==> src/rtl/issue_decode_queue_pkg.sv <==
// Shared constants and types for the issue-stage decode queue:
// RV32I/M opcode, funct3 and funct7 codes, instruction field positions,
// the decoded-op enumeration and the queued micro-op record.
package issue_decode_queue_pkg;

    localparam int OPENUM_WIDTH = 6;

    // Instruction field positions
    localparam int RD_LSB     = 7;
    localparam int FUNC3_LSB  = 12;
    localparam int RS1_LSB    = 15;
    localparam int RS2_LSB    = 20;
    localparam int FUNC7_LSB  = 25;

    // Major opcodes
    localparam logic [6:0] OPCODE_LUI    = 7'b0110111;
    localparam logic [6:0] OPCODE_AUIPC  = 7'b0010111;
    localparam logic [6:0] OPCODE_JAL    = 7'b1101111;
    localparam logic [6:0] OPCODE_JALR   = 7'b1100111;
    localparam logic [6:0] OPCODE_BRANCH = 7'b1100011;
    localparam logic [6:0] OPCODE_LOAD   = 7'b0000011;
    localparam logic [6:0] OPCODE_STORE  = 7'b0100011;
    localparam logic [6:0] OPCODE_ARITHI = 7'b0010011;
    localparam logic [6:0] OPCODE_ARITH  = 7'b0110011;
    localparam logic [6:0] OPCODE_FENCE  = 7'b0001111;
    localparam logic [6:0] OPCODE_SYSTEM = 7'b1110011;

    // funct3 codes
    localparam logic [2:0] FUNC3_JALR = 3'b000;
    localparam logic [2:0] FUNC3_BEQ  = 3'b000;
    localparam logic [2:0] FUNC3_BNE  = 3'b001;
    localparam logic [2:0] FUNC3_BLT  = 3'b100;
    localparam logic [2:0] FUNC3_BGE  = 3'b101;
    localparam logic [2:0] FUNC3_BLTU = 3'b110;
    localparam logic [2:0] FUNC3_BGEU = 3'b111;
    localparam logic [2:0] FUNC3_LB   = 3'b000;
    localparam logic [2:0] FUNC3_LH   = 3'b001;
    localparam logic [2:0] FUNC3_LW   = 3'b010;
    localparam logic [2:0] FUNC3_LBU  = 3'b100;
    localparam logic [2:0] FUNC3_LHU  = 3'b101;
    localparam logic [2:0] FUNC3_SB   = 3'b000;
    localparam logic [2:0] FUNC3_SH   = 3'b001;
    localparam logic [2:0] FUNC3_SW   = 3'b010;
    localparam logic [2:0] FUNC3_ADD  = 3'b000;
    localparam logic [2:0] FUNC3_SLL  = 3'b001;
    localparam logic [2:0] FUNC3_SLT  = 3'b010;
    localparam logic [2:0] FUNC3_SLTU = 3'b011;
    localparam logic [2:0] FUNC3_XOR  = 3'b100;
    localparam logic [2:0] FUNC3_SRL  = 3'b101;
    localparam logic [2:0] FUNC3_OR   = 3'b110;
    localparam logic [2:0] FUNC3_AND  = 3'b111;

    // funct7 codes
    localparam logic [6:0] FUNC7_NORMAL = 7'b0000000;
    localparam logic [6:0] FUNC7_ALT    = 7'b0100000;
    localparam logic [6:0] FUNC7_MULDIV = 7'b0000001;

    // Decoded op enumeration; the M-extension codes are appended at the end
    // and kept contiguous in funct3 order so MUL + funct3 selects the op.
    localparam logic [OPENUM_WIDTH-1:0] OPENUM_NOP    = 6'd0;
    localparam logic [OPENUM_WIDTH-1:0] OPENUM_LUI    = 6'd1;
    localparam logic [OPENUM_WIDTH-1:0] OPENUM_AUIPC  = 6'd2;
    localparam logic [OPENUM_WIDTH-1:0] OPENUM_JAL    = 6'd3;
    localparam logic [OPENUM_WIDTH-1:0] OPENUM_JALR   = 6'd4;
    localparam logic [OPENUM_WIDTH-1:0] OPENUM_BEQ    = 6'd5;
    localparam logic [OPENUM_WIDTH-1:0] OPENUM_BNE    = 6'd6;
    localparam logic [OPENUM_WIDTH-1:0] OPENUM_BLT    = 6'd7;
    localparam logic [OPENUM_WIDTH-1:0] OPENUM_BGE    = 6'd8;
    localparam logic [OPENUM_WIDTH-1:0] OPENUM_BLTU   = 6'd9;
    localparam logic [OPENUM_WIDTH-1:0] OPENUM_BGEU   = 6'd10;
    localparam logic [OPENUM_WIDTH-1:0] OPENUM_LB     = 6'd11;
    localparam logic [OPENUM_WIDTH-1:0] OPENUM_LH     = 6'd12;
    localparam logic [OPENUM_WIDTH-1:0] OPENUM_LW     = 6'd13;
    localparam logic [OPENUM_WIDTH-1:0] OPENUM_LBU    = 6'd14;
    localparam logic [OPENUM_WIDTH-1:0] OPENUM_LHU    = 6'd15;
    localparam logic [OPENUM_WIDTH-1:0] OPENUM_SB     = 6'd16;
    localparam logic [OPENUM_WIDTH-1:0] OPENUM_SH     = 6'd17;
    localparam logic [OPENUM_WIDTH-1:0] OPENUM_SW     = 6'd18;
    localparam logic [OPENUM_WIDTH-1:0] OPENUM_ADDI   = 6'd19;
    localparam logic [OPENUM_WIDTH-1:0] OPENUM_SLTI   = 6'd20;
    localparam logic [OPENUM_WIDTH-1:0] OPENUM_SLTIU  = 6'd21;
    localparam logic [OPENUM_WIDTH-1:0] OPENUM_XORI   = 6'd22;
    localparam logic [OPENUM_WIDTH-1:0] OPENUM_ORI    = 6'd23;
    localparam logic [OPENUM_WIDTH-1:0] OPENUM_ANDI   = 6'd24;
    localparam logic [OPENUM_WIDTH-1:0] OPENUM_SLLI   = 6'd25;
    localparam logic [OPENUM_WIDTH-1:0] OPENUM_SRLI   = 6'd26;
    localparam logic [OPENUM_WIDTH-1:0] OPENUM_SRAI   = 6'd27;
    localparam logic [OPENUM_WIDTH-1:0] OPENUM_ADD    = 6'd28;
    localparam logic [OPENUM_WIDTH-1:0] OPENUM_SUB    = 6'd29;
    localparam logic [OPENUM_WIDTH-1:0] OPENUM_SLL    = 6'd30;
    localparam logic [OPENUM_WIDTH-1:0] OPENUM_SLT    = 6'd31;
    localparam logic [OPENUM_WIDTH-1:0] OPENUM_SLTU   = 6'd32;
    localparam logic [OPENUM_WIDTH-1:0] OPENUM_XOR    = 6'd33;
    localparam logic [OPENUM_WIDTH-1:0] OPENUM_SRL    = 6'd34;
    localparam logic [OPENUM_WIDTH-1:0] OPENUM_SRA    = 6'd35;
    localparam logic [OPENUM_WIDTH-1:0] OPENUM_OR     = 6'd36;
    localparam logic [OPENUM_WIDTH-1:0] OPENUM_AND    = 6'd37;
    localparam logic [OPENUM_WIDTH-1:0] OPENUM_MUL    = 6'd38;
    localparam logic [OPENUM_WIDTH-1:0] OPENUM_MULH   = 6'd39;
    localparam logic [OPENUM_WIDTH-1:0] OPENUM_MULHSU = 6'd40;
    localparam logic [OPENUM_WIDTH-1:0] OPENUM_MULHU  = 6'd41;
    localparam logic [OPENUM_WIDTH-1:0] OPENUM_DIV    = 6'd42;
    localparam logic [OPENUM_WIDTH-1:0] OPENUM_DIVU   = 6'd43;
    localparam logic [OPENUM_WIDTH-1:0] OPENUM_REM    = 6'd44;
    localparam logic [OPENUM_WIDTH-1:0] OPENUM_REMU   = 6'd45;

    // One queued micro-op
    typedef struct packed {
        logic [OPENUM_WIDTH-1:0] openum;
        logic [4:0]              rd;
        logic [4:0]              rs1;
        logic [4:0]              rs2;
        logic [31:0]             imm;
        logic                    is_jump;
        logic                    is_store;
        logic                    illegal;
        logic [31:0]             pc;
        logic                    pred_jump;
    } uop_t;

endpackage

==> src/rtl/issue_decode_queue_decode.sv <==
// Combinational RV32I (+ optional RV32M) decoder. Fields a format lacks are
// forced to zero; any unrecognised encoding comes out as a NOP with illegal
// set and every other field cleared.
module rv32_decode_core
    import issue_decode_queue_pkg::*;
#(
    parameter bit ENABLE_M = 1'b0
) (
    input  logic [31:0]             inst,
    output logic [OPENUM_WIDTH-1:0] openum,
    output logic [4:0]              rd,
    output logic [4:0]              rs1,
    output logic [4:0]              rs2,
    output logic [31:0]             imm,
    output logic                    is_jump,
    output logic                    is_store,
    output logic                    illegal
);

    logic [6:0]  opcode;
    logic [2:0]  f3;
    logic [6:0]  f7;
    logic [4:0]  f_rd;
    logic [4:0]  f_rs1;
    logic [4:0]  f_rs2;
    logic [31:0] imm_i;
    logic [31:0] imm_s;
    logic [31:0] imm_b;
    logic [31:0] imm_u;
    logic [31:0] imm_j;

    assign opcode = inst[6:0];
    assign f3     = inst[FUNC3_LSB +: 3];
    assign f7     = inst[FUNC7_LSB +: 7];
    assign f_rd   = inst[RD_LSB +: 5];
    assign f_rs1  = inst[RS1_LSB +: 5];
    assign f_rs2  = inst[RS2_LSB +: 5];

    assign imm_i = {{20{inst[31]}}, inst[31:20]};
    assign imm_s = {{20{inst[31]}}, inst[31:25], inst[11:7]};
    assign imm_b = {{19{inst[31]}}, inst[31], inst[7], inst[30:25], inst[11:8], 1'b0};
    assign imm_u = {inst[31:12], 12'b0};
    assign imm_j = {{11{inst[31]}}, inst[31], inst[19:12], inst[20], inst[30:21], 1'b0};

    // Select op and fields per major opcode, then scrub everything on illegal
    always_comb begin
        openum   = OPENUM_NOP;
        rd       = '0;
        rs1      = '0;
        rs2      = '0;
        imm      = '0;
        is_jump  = 1'b0;
        is_store = 1'b0;
        illegal  = 1'b0;

        case (opcode)
            OPCODE_LUI: begin
                openum = OPENUM_LUI;
                rd     = f_rd;
                imm    = imm_u;
            end
            OPCODE_AUIPC: begin
                openum = OPENUM_AUIPC;
                rd     = f_rd;
                imm    = imm_u;
            end
            OPCODE_JAL: begin
                openum  = OPENUM_JAL;
                rd      = f_rd;
                imm     = imm_j;
                is_jump = 1'b1;
            end
            OPCODE_JALR: begin
                openum  = OPENUM_JALR;
                rd      = f_rd;
                rs1     = f_rs1;
                imm     = imm_i;
                is_jump = 1'b1;
                illegal = (f3 != FUNC3_JALR);
            end
            OPCODE_BRANCH: begin
                rs1     = f_rs1;
                rs2     = f_rs2;
                imm     = imm_b;
                is_jump = 1'b1;
                case (f3)
                    FUNC3_BEQ:  openum = OPENUM_BEQ;
                    FUNC3_BNE:  openum = OPENUM_BNE;
                    FUNC3_BLT:  openum = OPENUM_BLT;
                    FUNC3_BGE:  openum = OPENUM_BGE;
                    FUNC3_BLTU: openum = OPENUM_BLTU;
                    FUNC3_BGEU: openum = OPENUM_BGEU;
                    default:    illegal = 1'b1;
                endcase
            end
            OPCODE_LOAD: begin
                rd  = f_rd;
                rs1 = f_rs1;
                imm = imm_i;
                case (f3)
                    FUNC3_LB:  openum = OPENUM_LB;
                    FUNC3_LH:  openum = OPENUM_LH;
                    FUNC3_LW:  openum = OPENUM_LW;
                    FUNC3_LBU: openum = OPENUM_LBU;
                    FUNC3_LHU: openum = OPENUM_LHU;
                    default:   illegal = 1'b1;
                endcase
            end
            OPCODE_STORE: begin
                rs1      = f_rs1;
                rs2      = f_rs2;
                imm      = imm_s;
                is_store = 1'b1;
                case (f3)
                    FUNC3_SB: openum = OPENUM_SB;
                    FUNC3_SH: openum = OPENUM_SH;
                    FUNC3_SW: openum = OPENUM_SW;
                    default:  illegal = 1'b1;
                endcase
            end
            OPCODE_ARITHI: begin
                rd  = f_rd;
                rs1 = f_rs1;
                imm = imm_i;
                case (f3)
                    FUNC3_ADD:  openum = OPENUM_ADDI;
                    FUNC3_SLT:  openum = OPENUM_SLTI;
                    FUNC3_SLTU: openum = OPENUM_SLTIU;
                    FUNC3_XOR:  openum = OPENUM_XORI;
                    FUNC3_OR:   openum = OPENUM_ORI;
                    FUNC3_AND:  openum = OPENUM_ANDI;
                    FUNC3_SLL: begin
                        openum  = OPENUM_SLLI;
                        illegal = (f7 != FUNC7_NORMAL);
                    end
                    default: begin
                        // funct3 101: shift right, logical or arithmetic by funct7
                        if (f7 == FUNC7_NORMAL)
                            openum = OPENUM_SRLI;
                        else if (f7 == FUNC7_ALT)
                            openum = OPENUM_SRAI;
                        else
                            illegal = 1'b1;
                    end
                endcase
            end
            OPCODE_ARITH: begin
                rd  = f_rd;
                rs1 = f_rs1;
                rs2 = f_rs2;
                if (f7 == FUNC7_NORMAL) begin
                    case (f3)
                        FUNC3_ADD:  openum = OPENUM_ADD;
                        FUNC3_SLL:  openum = OPENUM_SLL;
                        FUNC3_SLT:  openum = OPENUM_SLT;
                        FUNC3_SLTU: openum = OPENUM_SLTU;
                        FUNC3_XOR:  openum = OPENUM_XOR;
                        FUNC3_SRL:  openum = OPENUM_SRL;
                        FUNC3_OR:   openum = OPENUM_OR;
                        default:    openum = OPENUM_AND;
                    endcase
                end else if (f7 == FUNC7_ALT) begin
                    if (f3 == FUNC3_ADD)
                        openum = OPENUM_SUB;
                    else if (f3 == FUNC3_SRL)
                        openum = OPENUM_SRA;
                    else
                        illegal = 1'b1;
                end else if (f7 == FUNC7_MULDIV && ENABLE_M) begin
                    openum = OPENUM_MUL + OPENUM_WIDTH'(f3);
                end else begin
                    illegal = 1'b1;
                end
            end
            OPCODE_FENCE: begin
                // Ordering is trivially satisfied in this pipeline: a legal NOP
                openum = OPENUM_NOP;
            end
            default: begin
                // Includes OPCODE_SYSTEM (ecall/ebreak/csr), not supported here
                illegal = 1'b1;
            end
        endcase

        if (illegal) begin
            openum   = OPENUM_NOP;
            rd       = '0;
            rs1      = '0;
            rs2      = '0;
            imm      = '0;
            is_jump  = 1'b0;
            is_store = 1'b0;
        end
    end

endmodule

==> src/rtl/issue_decode_queue.sv <==
// Issue-stage front end: decodes fetched instructions on entry and buffers
// the micro-ops in a circular queue that feeds dispatch. rollback flushes
// the whole queue in one cycle; rdy=0 freezes everything.
module issue_decode_queue
    import issue_decode_queue_pkg::*;
#(
    parameter int DEPTH    = 8,
    parameter int ADDR_W   = 3,
    parameter bit ENABLE_M = 1'b0,
    parameter int OPENUM_W = 6
) (
    input  logic                clk,
    input  logic                rst,
    input  logic                rdy,
    input  logic                rollback,
    input  logic                in_valid,
    output logic                in_ready,
    input  logic [31:0]         in_inst,
    input  logic [31:0]         in_pc,
    input  logic                in_pred_jump,
    output logic                out_valid,
    input  logic                out_ready,
    output logic [OPENUM_W-1:0] out_openum,
    output logic [4:0]          out_rd,
    output logic [4:0]          out_rs1,
    output logic [4:0]          out_rs2,
    output logic [31:0]         out_imm,
    output logic                out_is_jump,
    output logic                out_is_store,
    output logic                out_illegal,
    output logic [31:0]         out_pc,
    output logic                out_pred_jump,
    output logic [ADDR_W:0]     count
);

    uop_t              entry_mem [DEPTH];
    logic [ADDR_W-1:0] head_reg;
    logic [ADDR_W-1:0] tail_reg;
    logic [ADDR_W:0]   count_reg;

    uop_t              new_uop;
    uop_t              head_uop;
    uop_t              shown_uop;
    logic              push;
    logic              pop;
    logic              has_data;

    rv32_decode_core #(
        .ENABLE_M (ENABLE_M)
    ) u_decode (
        .inst     (in_inst),
        .openum   (new_uop.openum),
        .rd       (new_uop.rd),
        .rs1      (new_uop.rs1),
        .rs2      (new_uop.rs2),
        .imm      (new_uop.imm),
        .is_jump  (new_uop.is_jump),
        .is_store (new_uop.is_store),
        .illegal  (new_uop.illegal)
    );

    assign new_uop.pc        = in_pc;
    assign new_uop.pred_jump = in_pred_jump;

    // No pop bypass: a full queue refuses input even while it is draining
    assign has_data  = (count_reg != '0);
    assign in_ready  = rdy & (count_reg < (ADDR_W+1)'(DEPTH));
    assign out_valid = rdy & has_data;
    assign push      = in_valid & in_ready;
    assign pop       = out_valid & out_ready;

    // Pointer and occupancy update; rollback discards any same-cycle push/pop
    always_ff @(posedge clk) begin
        if (rst) begin
            head_reg  <= '0;
            tail_reg  <= '0;
            count_reg <= '0;
        end else if (rdy) begin
            if (rollback) begin
                head_reg  <= '0;
                tail_reg  <= '0;
                count_reg <= '0;
            end else begin
                if (push)
                    tail_reg <= tail_reg + ADDR_W'(1);
                if (pop)
                    head_reg <= head_reg + ADDR_W'(1);
                if (push && !pop)
                    count_reg <= count_reg + (ADDR_W+1)'(1);
                else if (pop && !push)
                    count_reg <= count_reg - (ADDR_W+1)'(1);
            end
        end
    end

    // Entry storage write at the tail; contents need no reset
    always_ff @(posedge clk) begin
        if (!rst && !rollback && push)
            entry_mem[tail_reg] <= new_uop;
    end

    // Head entry presented combinationally; zeroed while the queue is empty
    always_comb begin
        head_uop  = entry_mem[head_reg];
        shown_uop = has_data ? head_uop : '0;
    end

    assign out_openum    = OPENUM_W'(shown_uop.openum);
    assign out_rd        = shown_uop.rd;
    assign out_rs1       = shown_uop.rs1;
    assign out_rs2       = shown_uop.rs2;
    assign out_imm       = shown_uop.imm;
    assign out_is_jump   = shown_uop.is_jump;
    assign out_is_store  = shown_uop.is_store;
    assign out_illegal   = shown_uop.illegal;
    assign out_pc        = shown_uop.pc;
    assign out_pred_jump = shown_uop.pred_jump;
    assign count         = count_reg;

endmodule

==> config.mk <==
export PLATFORM = sky130hd
export DESIGN_NAME = issue_decode_queue
export DESIGN_NICKNAME = d
export VERILOG_FILES = /design/src/rtl/issue_decode_queue_pkg.sv /design/src/rtl/issue_decode_queue_decode.sv /design/src/rtl/issue_decode_queue.sv
export SDC_FILE = /design/constraint.sdc
export NUM_CORES = 1
export LEC_CHECK = 0
export BUFFER_PORTS_ARGS = -buffer_cell sky130_fd_sc_hd__buf_4
export CAP_MARGIN = 20
export CORE_MARGIN = 2
export CORE_UTILIZATION = 40
export CTS_CLUSTER_SIZE = 12
export DETAILED_ROUTE_END_ITERATION = 8
export SLEW_MARGIN = 30
export SYNTH_ARGS = -nofsm -noshare
export SYNTH_HDL_FRONTEND = slang
export SYNTH_SLANG_ARGS = --single-unit
==> constraint.sdc <==
create_clock -name clk -period 19.8 [get_ports clk]
set_input_delay 2.97 -clock clk [delete_from_list [all_inputs] [get_ports clk]]
set_output_delay 2.97 -clock clk [all_outputs]
set_load 0.05 [all_outputs]
==> flow_summary_export.csv <==
group,metric,value,unit
synth,synthAdderAreaFrac,0.239,%
worst_hold_path,holdCritStartpoint,"head_reg[0]$_SDFFE_PP0P_",
clock_network,numCtsBuffers,77,
synth,synth_compound_area_share,2.31,%
routing,ant_nets,0,
synth,synth.distinct_cells,64,
synth,yosysMostFrequentCell,"edfxtp_1",
critical_path,cp_max_fo,11,
global_routing,antenna_found_initial,1,
synth,synth_flop_cell,"edfxtp_1",
synth,yosys.area_share.xor_xnor,0.235,%
synth,synth_sequential_area_ratio,74.0,%
routing,drc,0,
status,status,"finished, final reports clean",
sta,maxSlewHeadroom,35.8,%
synth,synthesis.nets,1570,
critical_path,regToRegSetupSlack,16090,ps
synth,syn_avg_cell_area,19.6,sq um
synth,netlist_instances,1494,
routing,routed-via-count,14814,
synth,yosysWarningCount,0,
critical_path,end_kind,"output pin",
die,die_h,274,um
sta,setup_viol,0,
clock_network,clk_pin_slew,60,ps
routing,routed_wl,67100,um
sta,min_period,6530,ps
cells_and_area,area_growth,16.5,%
clock_network,cts_root_buf,"clkbuf_16",
clock_network,clock_tree.htree_level_count,3,
global_routing,grt_max_degree,97,
critical_path,cp_common_cell,"buf_4",
sta,rsz0062_at_grt,"false",
sta,period_share,33.0,%
global_routing,grt_pass1_wl,99800,um
sta,drv_slew,0,
routing,drtIter0Drc,1155,
die,num_rows,99,
die,die_w,274,um
job,cap_violations,0,
critical_path,slowest_stage,"buf_4",
global_routing,grt_pass1_vias,15393,
synth,ys_top_cells_by_count,"712 x edfxtp_1, 178 x mux4_2, 114 x nor2_1, 91 x mux2i_1, 57 x nor3_1",
synth,synth-simple-area-share,4.69,%
clock_network,cts-resized-gates,0,
die,die-area,75300,sq um
cells_and_area,drive_gt1_share,30.7,%
critical_path,required,16830,ps
die,core,72700,sq um
die,ios,166,
synth,synth_top_area_cell,"edfxtp_1",
routing,vias_per_cell,5.52,
critical_path,setup.worst_path.class,"input port to output pin",
synth,syn_area,29300,sq um
placement,io_buffers,165,
critical_path,crit_chain,"buf_4 > inv_1 > nor2_1 > buf_4",
critical_path,cp-startpoint,"rdy",
clock_network,clock-sinks,725,
sta,fin_skew,12.6,ps
global_routing,grt-ovfl-total,0,
sta,hold_viol_final,0,
clock_network,worst_skew_pair.late_latency,610,ps
synth,yosysTopAreaCellShare,73.1,%
synth,async_flop_share,0,%
critical_path,cpPeakStageDelay,210,ps
critical_path,cp.arrival,3560,ps
routing,dr.pass1.iters,5,
global_routing,globalRouteTotalUtil,18.0,%
synth,synth_top_family_by_area,"multiplexers",
worst_hold_path,worstHoldPathType,"flop to flop",
sta,holdWs,547,ps
synth,synth_mux_area_share,16.9,%
die,initial_core_util,40.2,%
critical_path,crit_path_start_kind,"input port",
synth,synth_edf_count,712,
sta,tns,0,ps
cells_and_area,largest_reg_flops,712,
cells_and_area,nets,1751,
clock_network,clock_tree.buffer_depth,3,
clock_network,cts_tree,"done",
sta,fmax,153,MHz
clock_network,postCtsSetupRepairBufs,0,
placement,hpwl,37500,um
power_and_ir_drop,p_leak,10.4,nW
power_and_ir_drop,p_per_area,95.4,nW/um^2
synth,netlist_top_cells_area,"edfxtp_1 73%, mux4_2 14%, mux2i_1 3.1%",
power_and_ir_drop,vdd_drop_max,53.6,uV
cells_and_area,fillCellCount,6075,
critical_path,r2r_start,"count[3]$_SDFFE_PP0P_",
clock_network,cts_hold_buf,0,
routing,wl_per_cell,25.0,um
synth,ys_seq_elements,725,
sta,tightestPinTransition,963,ps
placement,globalplace.congestion,0.876,
-- through the flow --
stage | instances | area, sq um | total power [mW] | worst slack [ps] | util (%)
3_5_place_dp | 2553 | 31600 | 1.94 | 13280 | 43.4
3_3_place_gp | 2552 | 31500 | 1.94 | 13260 | 43.4
2_1_floorplan | 1494 | 29300 | 1.86 | 9100 | -
5_1_grt | 2681 | 34100 | 3.36 | 13170 | 46.9
6_report | 2682 | 34100 | 3.25 | 13270 | 46.9
4_1_cts | 2678 | 33900 | 3.29 | 12930 | 46.6
-- worst paths after layout --
| kind | endpoint | depth (start not counted) |
|---|---|---|
| hold reg to reg | flop | 2 |
| setup reg to reg | entry_mem[2][17]$_DFFE_PP_ | 7 |
| hold / removal | flop | 2 |
| setup / recovery | out_valid | 4 |
-- power breakdown --
part           total (mW)  switching, mW  internal [mW]
Clock                1.35          0.561          0.786
Sequential           1.68        0.00285           1.68
Combinational       0.227          0.159         0.0685
-- critical path, delay by kind of cell --
kind	cells	cell delay, ps
buf+inv	3	460
simple gates	1	120
-- metal layers --
layer / wire, um / vias to the layer above / GRT usage (%)
met1: 29000 / 7879 / 24.8
met2: 33200 / 390 / 29.4
li1: - / 6468 / -
met3: 3820 / 77 / 3.59
met4: 1070 / 0 / 4.58
met5: 0 / - / 0
-- layout by cell type, fill, tap and decap left out, types with 5 or more instances in the layout --
| master | synthesis | layout |
|---|---|---|
| a22oi_1 | 8 | 8 |
| o21ai_0 | 11 | 11 |
| clkinv_2 | 0 | 9 |
| nor2_4 | 0 | 6 |
| a21oi_1 | 43 | 43 |
| nor2b_1 | 5 | 5 |
| buf_4 | 4 | 188 |
| nor2_1 | 114 | 108 |
| inv_1 | 11 | 11 |
| dfxtp_1 | 13 | 10 |
| and3b_1 | 5 | 5 |
| nand2_1 | 43 | 43 |
| mux4_2 | 178 | 178 |
| edfxtp_1 | 712 | 712 |
| a211oi_1 | 8 | 6 |
| nand3_1 | 9 | 9 |
| nand4_1 | 5 | 5 |
| nor3_1 | 57 | 31 |
| clkbuf_1 | 30 | 16 |
| a21o_1 | 5 | 5 |
| mux2i_1 | 91 | 91 |
| clkbuf_16 | 0 | 80 |
| nor3_2 | 5 | 31 |
| nand2b_1 | 12 | 12 |
| clkinv_1 | 0 | 10 |
-- logic make-up after synthesis --
logic type / Yosys count
adder cells (fa/ha/maj): 5
buffers and inverters: 103
flip-flops: 725
multiplexers: 270
AO/OA/AOI/OAI: 101
AND/OR/NAND/NOR: 283
XOR/XNOR: 7
-- final cells by class --
cell class                 count  area (sq um)  share of cell area (%)
clock inverter                29           263                   0.771
tap                          959          1200                    3.52
antenna                        2          5.00                  0.0147
multi-input combinational    666          7320                    21.5
timing repair buffer         194          1540                    4.51
clock buffer                  96          2060                    6.05
sequential                   725         21700                    63.5
inverter                      11          41.3                   0.121
Power figures use the tool's default switching activity.
